[src/rtl/serial_latch_pkg.sv]
// rtl/serial_latch_pkg.sv - shared state encoding, defaults and sizing helper for serial_latch_loader
// Contents:
//   state_t                           : 3-bit FSM encoding (ST_IDLE..ST_DONE)
//   DEFAULT_WIDTH, DEFAULT_GATE_CYCLES: default parameter values for the loader and benches
//   counter_width()                   : bits needed to hold a counter load value (minimum 1)
package serial_latch_pkg;

    typedef enum logic [2:0] {
        ST_IDLE  = 3'd0,
        ST_SHIFT = 3'd1,
        ST_SETUP = 3'd2,
        ST_GATE  = 3'd3,
        ST_DONE  = 3'd4
    } state_t;

    localparam int DEFAULT_WIDTH       = 8;
    localparam int DEFAULT_GATE_CYCLES = 2;

    // A load value of 0 still needs one bit of counter storage.
    function automatic int counter_width(input int max_value);
        return (max_value < 1) ? 1 : $clog2(max_value + 1);
    endfunction

endpackage

[src/rtl/cycle_down_counter.sv]
// rtl/cycle_down_counter.sv - loadable synchronous-reset down-counter with zero flag
// Ports:
//   clk        : clock, rising edge
//   rst        : synchronous active-high reset, clears the count
//   load       : load load_value (has priority over dec)
//   load_value : value loaded when load is high
//   dec        : decrement by one; saturates at zero so the count never wraps
//   zero       : high while the count is zero
module cycle_down_counter #(
    parameter int CW = 4
) (
    input  logic          clk,
    input  logic          rst,
    input  logic          load,
    input  logic [CW-1:0] load_value,
    input  logic          dec,
    output logic          zero
);

    logic [CW-1:0] count;

    always_ff @(posedge clk) begin
        if (rst) begin
            count <= '0;
        end else if (load) begin
            count <= load_value;
        end else if (dec && (count != '0)) begin
            count <= count - 1'b1;
        end
    end

    assign zero = (count == '0);

endmodule

[src/rtl/serial_latch_loader.sv]
// rtl/serial_latch_loader.sv - shifts in a serial word and drives a gated D latch bank with setup/hold framing
// Ports:
//   clk   : clock, all state changes on the rising edge
//   rst   : synchronous active-high reset
//   start : begin a load; only honoured in IDLE
//   sdi   : serial data, MSB first, sampled during SHIFT
//   D     : registered parallel data to the latch bank
//   G     : registered latch gate
//   busy  : registered, high for the whole load
//   done  : registered one-cycle completion pulse
module serial_latch_loader
    import serial_latch_pkg::*;
#(
    parameter int WIDTH       = DEFAULT_WIDTH,
    parameter int GATE_CYCLES = DEFAULT_GATE_CYCLES
) (
    input  logic             clk,
    input  logic             rst,
    input  logic             start,
    input  logic             sdi,
    output logic [WIDTH-1:0] D,
    output logic             G,
    output logic             busy,
    output logic             done
);

    localparam int BIT_CW  = counter_width(WIDTH - 1);
    localparam int GATE_CW = counter_width(GATE_CYCLES - 1);

    state_t           state;
    state_t           state_next;
    logic [WIDTH-1:0] shreg;
    logic [WIDTH-1:0] shreg_next;
    logic [WIDTH-1:0] d_next;
    logic             g_next;
    logic             busy_next;
    logic             done_next;

    logic bit_load;
    logic bit_dec;
    logic bit_zero;
    logic gate_load;
    logic gate_dec;
    logic gate_zero;

    // Counts the samples still to come after the current one; zero means the
    // word is complete after this edge.
    cycle_down_counter #(.CW(BIT_CW)) u_bit_counter (
        .clk        (clk),
        .rst        (rst),
        .load       (bit_load),
        .load_value (BIT_CW'(WIDTH - 1)),
        .dec        (bit_dec),
        .zero       (bit_zero)
    );

    // Loaded one cycle before G rises; the rising edge itself does not count
    // down, so G sees exactly GATE_CYCLES high cycles.
    cycle_down_counter #(.CW(GATE_CW)) u_gate_timer (
        .clk        (clk),
        .rst        (rst),
        .load       (gate_load),
        .load_value (GATE_CW'(GATE_CYCLES - 1)),
        .dec        (gate_dec),
        .zero       (gate_zero)
    );

    always_ff @(posedge clk) begin
        if (rst) begin
            state <= ST_IDLE;
            shreg <= '0;
            D     <= '0;
            G     <= 1'b0;
            busy  <= 1'b0;
            done  <= 1'b0;
        end else begin
            state <= state_next;
            shreg <= shreg_next;
            D     <= d_next;
            G     <= g_next;
            busy  <= busy_next;
            done  <= done_next;
        end
    end

    always_comb begin
        state_next = state;
        shreg_next = shreg;
        d_next     = D;
        g_next     = G;
        busy_next  = busy;
        done_next  = 1'b0;
        bit_load   = 1'b0;
        bit_dec    = 1'b0;
        gate_load  = 1'b0;
        gate_dec   = 1'b0;

        case (state)
            ST_IDLE: begin
                if (start) begin
                    state_next = ST_SHIFT;
                    busy_next  = 1'b1;
                    bit_load   = 1'b1;
                end
            end

            ST_SHIFT: begin
                // Shift left so the first sampled bit ends in the MSB.
                shreg_next = (shreg << 1) | WIDTH'(sdi);
                if (bit_zero) begin
                    state_next = ST_SETUP;
                end else begin
                    bit_dec = 1'b1;
                end
            end

            ST_SETUP: begin
                // D moves here only; G stays low one more cycle for setup.
                d_next     = shreg;
                gate_load  = 1'b1;
                state_next = ST_GATE;
            end

            ST_GATE: begin
                // G low on entry marks the rising edge; D is already stable.
                if (!G) begin
                    g_next = 1'b1;
                end else if (gate_zero) begin
                    g_next     = 1'b0;
                    done_next  = 1'b1;
                    state_next = ST_DONE;
                end else begin
                    gate_dec = 1'b1;
                end
            end

            ST_DONE: begin
                busy_next  = 1'b0;
                state_next = ST_IDLE;
            end

            default: begin
                state_next = ST_IDLE;
                g_next     = 1'b0;
                busy_next  = 1'b0;
            end
        endcase
    end

endmodule

[config.mk]
export PLATFORM = sky130hd
export DESIGN_NAME = serial_latch_loader
export DESIGN_NICKNAME = d
export VERILOG_FILES = /design/src/rtl/serial_latch_pkg.sv /design/src/rtl/cycle_down_counter.sv /design/src/rtl/serial_latch_loader.sv
export SDC_FILE = /design/constraint.sdc
export NUM_CORES = 1
export LEC_CHECK = 0
export ABC_AREA = 1
export BUFFER_PORTS_ARGS = -buffer_cell sky130_fd_sc_hd__buf_2
export CORE_AREA = 4 4 50 52
export DETAILED_ROUTE_END_ITERATION = 10
export DIE_AREA = 0 0 54 56
export PLACE_DENSITY = 0.72
export REMOVE_ABC_BUFFERS = 1
export SLEW_MARGIN = 15
export SYNTH_ARGS = -nofsm -noshare
export SYNTH_HDL_FRONTEND = slang
export SYNTH_SLANG_ARGS = --single-unit
export TNS_END_PERCENT = 50
[constraint.sdc]
create_clock -name clk -period 1.5 [get_ports clk]
set_input_delay 0.15 -clock clk [delete_from_list [all_inputs] [get_ports clk]]
set_output_delay 0.15 -clock clk [all_outputs]
set_load 0.02 [all_outputs]
==> Yosys cells after proc, flatten, opt, wreduce, memory -nomap -nowiden <==
Index checks and enable logic that the tools add are counted.
{ "totals": {"in_bits": 4, "wordCells": 56, "out_inout_bits": 11, "ff_bits": 26} }
{ "classes": {"reduce_logical": 12, "n_mux": 22, "bitwise": 4, "eq_ne": 8, "n_addsub": 2} }
{ "ops": {"columns": ["cell", "n"], "rows": [
  ["2-to-1 mux 3 bit", 6],
  ["2-to-1 mux 1 bit", 13],
  ["case mux 3 bit (4 select lines)", 1],
  ["!= test 2 bit (second input constant)", 4],
  ["OR 8 x 1 -> 8 bit", 1],
  ["== test 3 x 2 -> 1 bit (second input constant)", 2],
  ["logical NOT 3 bit", 2],
  ["OR reduction 3 bit", 2],
  ["case mux 1 bit (2 select lines)", 2],
  ["AND reduction 4 bit", 1],
  ["nonzero test 2 bit", 2],
  ["OR reduction 4 bit", 1],
  ["== test 3 x 1 -> 1 bit (second input constant)", 1],
  ["== test 3 bit (second input constant)", 1],
  ["NOT 1 bit", 3],
  ["nonzero test 3 bit", 1],
  ["subtractor 3 x 1 -> 3 bit (second input constant)", 1],
  ["logical AND 1 bit", 2],
  ["AND reduction 2 bit", 1],
  ["subtractor 1 bit (second input constant)", 1]
]} }

==> Logic depth before layout (Yosys ltp) <==
Gate-level depths: netlist (run 1).
{ "depth": {"word_depth": 6, "mapped_depth": 9, "ltp_nobuf": 9} }

==> Cells and area by module <==
From an unflattened synthesis (run 1), not the netlist that was laid out.
{ "unflattened": {"hier_cells": 155, "area_unflattened_um2": 1136.1} }
{ "by_module_without_submodules": {"columns": ["module", "area_per_inst_um2", "cells_per_inst", "instances"], "rows": [
  ["serial_latch_loader", 883.3, 112, 1],
  ["cycle_down_counter at u_bit_counter", 201.4, 34, 1],
  ["cycle_down_counter at u_gate_timer", 51.3, 9, 1]
]} }

==> Least setup slack after synthesis (run 1) <==
OpenSTA, ideal clock, no wires.
{ "synth_timing": {"path_kind": "reg2reg", "startpoint": "reg u_bit_counter.count[0]", "endpoint": "reg u_bit_counter.count[1]", "stages_incl_launch_ff": 10, "path_slack_ps": 295, "setup_time_ps": 109, "required_ps": 1391, "period_less_slack_ps": 1205, "t_arrival_ps": 1096, "path_cell_list": "dfxtp_1 -> inv_1 -> ha_1 -> ha_1 -> inv_1 -> nand3_4 -> nand2_1 -> nand3_1 -> nand2_1 -> inv_1"} }
{ "synth_between": {"elab_chain_len": 5} }
{ "synth_rtl": {"columns": ["element", "line_no", "source"], "rows": [
  ["start, declared", "cycle_down_counter.sv:20", "logic [CW-1:0] count;"],
  ["start signal, assigned", "cycle_down_counter.sv:26", "count <= load_value;"],
  ["start signal, assigned", "cycle_down_counter.sv:28", "count <= count - 1'b1;"],
  ["parallel branches: the longest is 5 deep, another holds subtractor 3 x 1 -> 3 bit", null, null]
]} }
Parallel ways; which one is timed is not known. The select of a mux whose other input is x is not followed.
A chain may end at the register's enable or synchronous reset.

==> Worst setup path after layout (run 1) <==
{ "layout_timing": {"startpoint": "reg u_bit_counter.count[0]", "endpoint": "reg u_bit_counter.count[2]"} }
Same word-level chain as after synthesis.

==> results.py, run 1 <==
metrics = {
    "timing": {
        "finClkSkew_ps": 4.33,
        "whs_ps": 95.5,
        "finalCritPeriodShare_pct": 90.2,
        "fin_crit_ps": 1350,
        "finalSetupViolCount": 0,
        "drv_slew": 0,
        "tightest_slew_ps": 437,
        "finalWorstSetupSlack_ps": 148,
        "grt_setup_unrepaired": "no",
        "setup_tns_ps": 0,
        "slew-limit-headroom_pct": 70.8,
        "hold_viol_final": 0,
        "fmax_ghz": 0.739,
    },
    "place": {
        "gp_congestion": 0.767,
        "io_buffers": 14,
        "hpwl_mm": 1.43,
        "place_ws_ps": 191,
    },
    "setup_path": {
        "r2r_slack_ps": 150,
        "r2r-start": "u_bit_counter.count[0]",
        "start_kind": "flip-flop",
        "arrival_ps": 1580,
        "ff2ff_path_depth": 9,
        "cp_max_fo": 6,
        "path_class": "reg2reg",
        "worstPathRequired_ps": 1730,
        "endpoint_kind": "flip-flop",
        "timing.rr.end": "u_bit_counter.count[2]",
    },
    "clocking": {
        "clock_latency_ps": 310,
        "cts_root_buf": "clkbuf_4",
        "clkSinkCount": 26,
        "cts_made_buffers": 3,
        "clockBufferDepth": 2,
        "cts_tree": "done",
        "hold_buffers": 0,
        "path_clk_slew_ps": 140,
        "htreeDepth": 1,
        "cts_setup_buffers": 0,
        "cts_resized": 0,
    },
    "grt": {
        "antenna_found_initial": 0,
        "grt_pass1_vias": 773,
        "grt_pass1_wl_mm": 3.22,
        "grt_max_degree": 18,
        "grt_usage_pct": 13.8,
        "grt_overflow": 0,
    },
    "synth": {
        "synth_warnings": 0,
        "synth_common_cells": "dfxtp_1, nand2_1, inv_1",
        "synth_area_mm2": 0.00106,
        "ys_types": 20,
        "ys_ff_latch": 26,
        "async_flop_share_pct": 0,
        "yosys.cell_count.top_type": "dfxtp_1",
        "synth_ff_type": "dfxtp_1",
        "synth_edf_count": 0,
        "ys_seq_area_share_pct": 49.2,
        "syn_inst": 133,
        "syn_avg_cell_area_um2": 7.95,
        "synthTopCellsByArea": "dfxtp_1, a21oi_1, nand2_1",
        "synth_area_leader_cell": "dfxtp_1",
        "synth_top_area_share_pct": 49.2,
    },
    "detailed_routing": {
        "vias": 886,
        "top_layer": "met4",
        "wl_per_cell_um": 11.2,
        "vias_per_cell": 5.06,
        "met3WireLength_um": 83,
        "drc": 0,
        "route.met2.wl_um": 963,
        "drt_first_pass_iters": 4,
        "ant_nets": 0,
        "drtIter0Drc": 21,
        "wl_mm": 1.95,
        "routedLengthMet1_um": 891,
    },
    "die": {
        "num_rows": 17,
        "die_area_mm2": 0.00302,
        "die_h_um": 56,
        "io_pins": 15,
        "fp.dieW_um": 54,
        "core-area_mm2": 0.00211,
        "start_util_pct": 50.2,
    },
    "hold_path": {
        "hold_start": "sdi",
        "min_to": "shreg[0]",
        "whs_path_depth": 3,
        "hold_class": "in2reg",
    },
    "finish": {
        "final_util_pct": 56.4,
        "regArea_um2": 520,
        "diodes": 0,
        "fill_cells": 203,
        "syn_to_final_growth_pct": 12.4,
        "drive_above_1_share_pct": 17.7,
        "multi_input_area_um2": 435,
        "final_nets": 154,
    },
    "power_and_ir_drop": {
        "max-vdd-ir-drop_v": 0.000906,
        "leakage_nw": 0.534,
        "power_density_mw_per_mm2": 1340,
    },
    "run": {
        "drv_cap": 0,
    },
    "status": {
        "status": "finished, final reports clean",
    },
}
==> power by group <==
group | internal, mW | switching [mW] | leakage, nW
registers | 0.757 | 0.0394 | 0.213
logic | 0.117 | 0.214 | 0.293
clock network | 0.270 | 0.200 | 0.0279
total | 1.14 | 0.453 | 0.534
==> registers in the layout, summed over array words and instances (netlist names) <==
signal / cells
shreg: 8
u_gate_timer.count: 1
busy: 1
done: 1
u_bit_counter.count: 3
G: 1
D: 8
state: 3
==> cells by family (layout without fill, tap and decap cells) <==
group / Yosys count / after routing / share of synthesized area [%]
adders and majority gates: 2 / 2 / 2.37
buffers and inverters: 23 / 37 / 9.59
and+or+nand+nor: 55 / 55 / 25.9
AOI/OAI and AO/OA: 27 / 27 / 12.9
DFF: 26 / 26 / 49.2
==> cells in the final DEF (no fill, tap or decap), drive strengths merged <==
cell type,instances
a21oi,14
a31oi,1
and3,1
buf,15
bufinv,1
clkbuf,3
dfxtp,26
ha,2
inv,18
nand2,19
nand3,13
nand4,2
nor2,17
nor3,3
o21ai,12
==> area by class of cell <==
cell class              instances  area share [%]
flip-flops and latches         26            43.8
clock buffers                   3            1.89
inverters                      18            5.68
clock inverters                 1            2.53
repair buffers                 15            6.53
multi-input cells              84            36.6
well taps                      28            2.95
==> routing by layer <==
metal  up-vias  track usage (%)
li1        458                -
met1       408             18.4
met2        16             21.8
met3         4             2.95
met4         0             4.27
met5         -                0
==> worst max-delay path by stage <==
stage / to / slack [ps] / startpoint / cells after the start
global route: u_bit_counter.count[2] / 50 / u_bit_counter.count[0] / 9
finish: u_bit_counter.count[2] / 150 / u_bit_counter.count[0] / 9
CTS: u_bit_counter.count[2] / 150 / u_bit_counter.count[0] / 9
global placement: u_bit_counter.count[2] / 250 / u_bit_counter.count[0] / 9
floorplan: u_bit_counter.count[1] / 280 / u_bit_counter.count[0] / 9
detailed placement: u_bit_counter.count[2] / 190 / u_bit_counter.count[0] / 9
==> through the flow <==
stage / std cells / instance area [µm²] / power, mW
floorplan: 128 / 1020 / 1.05
global placement: 171 / 1140 / 1.12
detailed placement: 171 / 1140 / 1.14
CTS: 175 / 1190 / 1.62
global route: 175 / 1190 / 1.69
finish: 175 / 1190 / 1.60
==> critical path, cell delays in order (launching register included) <==
cell	delay, ps
dfxtp_1	330
inv_1	60
ha_1	210
ha_1	180
inv_1	130
nand3_4	120
nand2_1	80
nand3_1	60
nand2_1	60
inv_1	40
Note: power is estimated with default switching activity, not from simulation.
==> inputs of run 2 (changes only) <==
- CORE_AREA: 4 4 50 52 -> 4 4 57 59
- DIE_AREA: 0 0 54 56 -> 0 0 61 63
- PLACE_DENSITY: 0.72 -> not set
==> run 2 against run 1 <==
  * Via count is 2.4% lower
  * Cell area fell by 1.1%
  * Worst hold slack worse by 15 ps
  * Largest cell class unchanged
  * Largest power group unchanged
==> results.py, run 2 (synthesis results as in run 1) <==
metrics = {
    "die": {
        "die_h_um": 63,
        "die_area_mm2": 0.00384,
        "io_pins": 15,
        "core-area_mm2": 0.00271,
        "start_util_pct": 39.0,
        "num_rows": 19,
        "fp.dieW_um": 61,
    },
    "timing": {
        "fmax_ghz": 0.760,
        "setup_tns_ps": 0,
        "finalCritPeriodShare_pct": 87.7,
        "finClkSkew_ps": 3.07,
        "drv_slew": 0,
        "finalWorstSetupSlack_ps": 184,
        "hold_viol_final": 0,
        "grt_setup_unrepaired": "no",
        "finalSetupViolCount": 0,
        "tightest_slew_ps": 423,
        "slew-limit-headroom_pct": 71.8,
        "fin_crit_ps": 1320,
        "whs_ps": 80.5,
    },
    "clocking": {
        "htreeDepth": 1,
        "cts_tree": "done",
        "cts_setup_buffers": 0,
        "clkSinkCount": 26,
        "cts_root_buf": "clkbuf_4",
        "clock_latency_ps": 320,
        "cts_resized": 0,
        "cts_made_buffers": 3,
        "hold_buffers": 0,
        "clockBufferDepth": 2,
        "path_clk_slew_ps": 130,
    },
    "detailed_routing": {
        "wl_mm": 1.87,
        "ant_nets": 0,
        "drt_first_pass_iters": 4,
        "drc": 0,
        "vias": 865,
        "drtIter0Drc": 52,
        "wl_per_cell_um": 10.5,
        "vias_per_cell": 4.86,
    },
    "power_and_ir_drop": {
        "power_density_mw_per_mm2": 1250,
        "leakage_nw": 0.527,
        "max-vdd-ir-drop_v": 0.000585,
    },
    "place": {
        "io_buffers": 14,
        "place_ws_ps": 187,
        "gp_congestion": 0.780,
        "hpwl_mm": 1.38,
        "dp.cells": 174,
    },
    "grt": {
        "grt_overflow": 0,
        "grt_pass1_wl_mm": 3.31,
        "grt_max_degree": 18,
        "antenna_found_initial": 0,
        "grt_pass1_vias": 799,
        "grt_usage_pct": 11.1,
    },
    "finish": {
        "largestRegisters": "D (8), shreg (8)",
        "syn_to_final_growth_pct": 11.2,
        "layout.cells.non_filler": 178,
        "final_cell_mix": "dfxtp_1, nand2_1, inv_1",
        "final_nets": 154,
        "diodes": 0,
        "fill_cells": 293,
        "final_common_cell": "dfxtp_1",
        "drive_above_1_share_pct": 17.7,
    },
    "setup_path": {
        "arrival_ps": 1550,
        "crit_slowest_cell": "dfxtp_1",
        "start_kind": "flip-flop",
        "crit_path_max_incr_delay_ps": 330,
        "worstPathRequired_ps": 1740,
        "cp_common_cell": "inv_1",
        "endpoint_kind": "flip-flop",
        "path_class": "reg2reg",
        "cp_cell_sequence": "inv_1 -> ha_1 -> ha_1 -> inv_1 -> nand3_4 -> nand2_1 -> nand3_1 -> nand2_1 -> inv_1",
        "ff2ff_path_depth": 9,
        "cp_max_fo": 6,
    },
    "status": {
        "status": "finished, final reports clean",
    },
    "hold_path": {
        "hold_class": "in2reg",
        "whs_path_depth": 3,
    },
    "run": {
        "drv_cap": 0,
    },
}
==> run 2: cell types whose count changed in the layout (fill, tap and decap cells not counted) <==
cell | before | now
clkbuf_8 | 0 | 1
bufinv_16 | 1 | 0
==> run 2: per-layer routing <==
layer,wire [µm],vias to the layer above,share of wire [%],global-route usage (%)
met1,882,389,47,14.3
met2,862,14,46,16.7
met4,31,0,1.7,5.69
met5,0,-,0,0
met3,94,4,5.0,2.89
li1,-,458,-,-
==> run 2: area by class of cell <==
cell class                      count  area, µm²  share of cell area (%)
Clock buffer                        4       36.3                    3.09
Inverter                           18       67.6                    5.74
Multi-Input combinational cell     84        435                    37.0
Sequential cell                    26        520                    44.3
Tap cell                           31       38.8                    3.30
Timing Repair Buffer               15       77.6                    6.60
==> run 2: per-stage QoR <==
step | utilization [%] | power [mW] | area [µm²]
after global placement | 42.1 | 1.13 | 1140
final | 43.4 | 1.47 | 1180
after CTS | 43.4 | 1.49 | 1180
after detailed placement | 42.1 | 1.14 | 1140
after global routing | 43.4 | 1.57 | 1180
after floorplan | - | 1.05 | 1020
==> run 2: critical path, delay by kind of cell, from the launching register on <==
| family | cells | cell delay [ps] |
|---|---|---|
| adder cells (fa/ha/maj) | 2 | 360 |
| AND/OR/NAND/NOR | 4 | 310 |
| buffers and inverters | 3 | 230 |
| flip-flops | 1 | 330 |
==> run 2: power breakdown <==
group	leakage (nW)	internal (mW)	switching, mW
Clock	0.0210	0.148	0.200
Sequential	0.213	0.757	0.0387
Combinational	0.293	0.115	0.207
==> run 2: worst paths after layout <==
| check | endpoint | from | slack, ps |
|---|---|---|---|
| worst max-delay path | u_bit_counter.count[2] | u_bit_counter.count[0] | 180 |
| worst min-delay path | shreg[0] | sdi | 80 |
| worst max register to register | u_bit_counter.count[2] | u_bit_counter.count[0] | 180 |
| worst min register to register | D[7] | shreg[7] | 470 |
==> inputs of run 3 (changes only) <==
- REMOVE_ABC_BUFFERS: 1 -> not set
- TNS_END_PERCENT: 50 -> not set
==> run 3 against run 2 <==
  * Count of clock-buffer cells in the layout decreased by 1
  * Register-to-register slack about the same
  * Maximum frequency up 0.44%
  * Sequential cell count unchanged
  * Global-route usage decreased by 0.21 points
  * Worst hold slack worse by 5.8 ps
  * Via count down 1.0%
  * Die area unchanged
  * Total power is 4.1% lower
  * Utilization shrank 0.51 points
  * Final cell count fell by 0.56%
  * Non-clock buffer count unchanged
==> results.py, run 3 (synthesis results as in run 1) <==
metrics = {
    "status": {
        "status": "finished, final reports clean",
    },
    "grt": {
        "grt_max_degree": 18,
        "grt_pass1_vias": 759,
        "grt_usage_pct": 10.9,
        "grt_overflow": 0,
        "antenna_found_initial": 0,
        "grt_pass1_wl_mm": 3.28,
    },
    "finish": {
        "fill_cells": 281,
        "syn_to_final_growth_pct": 9.94,
        "layout.cells.non_filler": 177,
        "final_nets": 154,
        "final_common_cell": "dfxtp_1",
        "final_util_pct": 42.9,
        "diodes": 0,
        "drive_above_1_share_pct": 17.1,
        "final_cell_mix": "dfxtp_1, nand2_1, inv_1",
        "final_area_mm2": 0.00116,
        "largestRegisters": "D (8), shreg (8)",
    },
    "timing": {
        "finalCritPeriodShare_pct": 87.3,
        "grt_setup_unrepaired": "no",
        "drv_slew": 0,
        "fmax_ghz": 0.763,
        "fin_crit_ps": 1310,
        "hold_viol_final": 0,
        "whs_ps": 74.7,
        "setup_tns_ps": 0,
        "finalWorstSetupSlack_ps": 190,
        "tightest_slew_ps": 432,
        "finalSetupViolCount": 0,
        "slew-limit-headroom_pct": 71.2,
        "finClkSkew_ps": 10.8,
    },
    "die": {
        "fp.dieW_um": 61,
        "die_h_um": 63,
        "io_pins": 15,
        "start_util_pct": 39.0,
        "die_area_mm2": 0.00384,
        "num_rows": 19,
        "core-area_mm2": 0.00271,
    },
    "clocking": {
        "clock_latency_ps": 320,
        "cts_resized": 0,
        "cts_tree": "done",
        "path_clk_slew_ps": 140,
        "hold_buffers": 0,
        "cts_setup_buffers": 0,
        "cts_root_buf": "clkbuf_4",
        "clockBufferDepth": 2,
        "clkSinkCount": 26,
        "htreeDepth": 1,
        "cts_made_buffers": 3,
    },
    "place": {
        "hpwl_mm": 1.41,
        "placed_cell_area_mm2": 0.00114,
        "dp.cells": 174,
        "place_ws_ps": 204,
        "io_buffers": 14,
        "gp_congestion": 0.710,
    },
    "detailed_routing": {
        "vias": 856,
        "drt_first_pass_iters": 4,
        "ant_nets": 0,
        "drtIter0Drc": 19,
        "wl_per_cell_um": 10.8,
        "vias_per_cell": 4.84,
        "drc": 0,
        "wl_mm": 1.92,
    },
    "setup_path": {
        "endpoint_kind": "flip-flop",
        "cp_cell_sequence": "inv_1 -> ha_1 -> ha_1 -> inv_1 -> nand3_4 -> nand2_1 -> nand3_1 -> nand2_1 -> inv_1",
        "cp_max_fo": 6,
        "arrival_ps": 1540,
        "worstPathRequired_ps": 1730,
        "start_kind": "flip-flop",
        "crit_slowest_cell": "dfxtp_1",
        "crit_path_max_incr_delay_ps": 330,
        "path_class": "reg2reg",
        "cp_common_cell": "inv_1",
    },
    "power_and_ir_drop": {
        "power_mw": 1.41,
        "max-vdd-ir-drop_v": 0.000627,
        "leakage_nw": 0.520,
        "power_density_mw_per_mm2": 1210,
    },
    "hold_path": {
        "hold_class": "in2reg",
    },
    "synth": {
        "synth_fp_nets": 139,
    },
    "run": {
        "drv_cap": 0,
    },
}
run 3: cell types whose count changed in the layout (fill, tap and decap cells not counted), sizes merged:
cell	delta
clkbuf	-1
run 3: report_power, final:
group	total [mW]	switching, mW	leakage [nW]	internal, mW
clock network	0.286	0.193	0.0138	0.0939
logic	0.324	0.209	0.293	0.115
registers	0.795	0.0377	0.213	0.757
total	1.41	0.439	0.520	0.966
run 3: critical path, delay by kind of cell (launching register included):
kind / cells / cell delay (ps)
DFF: 1 / 330
and+or+nand+nor: 4 / 310
buffers and inverters: 3 / 220
adders and majority gates: 2 / 370
run 3: path summary, 6_finish.rpt:
path	end	slack (ps)	start	cells past startpoint
setup / recovery	u_bit_counter.count[1]	190	u_bit_counter.count[0]	9
hold / removal	shreg[0]	70	sdi	3
setup reg to reg	u_bit_counter.count[1]	190	u_bit_counter.count[0]	9
hold reg to reg	shreg[7]	470	shreg[7]	2
run 3: metal layers:
metal | vias up | part of all wire (%) | track usage [%]
met5 | - | 0 | 0
met4 | 0 | 1.6 | 4.07
met3 | 4 | 4.1 | 2.07
met2 | 13 | 45 | 17.0
met1 | 381 | 49 | 14.7
li1 | 458 | - | -
run 3: layout make-up:
type / instances / area (µm²) / area share [%]
well taps: 31 / 38.8 / 3.34
inverters: 18 / 67.6 / 5.81
repair buffers: 15 / 77.6 / 6.67
flip-flops and latches: 26 / 520 / 44.8
clock buffers: 3 / 22.5 / 1.94
multi-input cells: 84 / 435 / 37.5
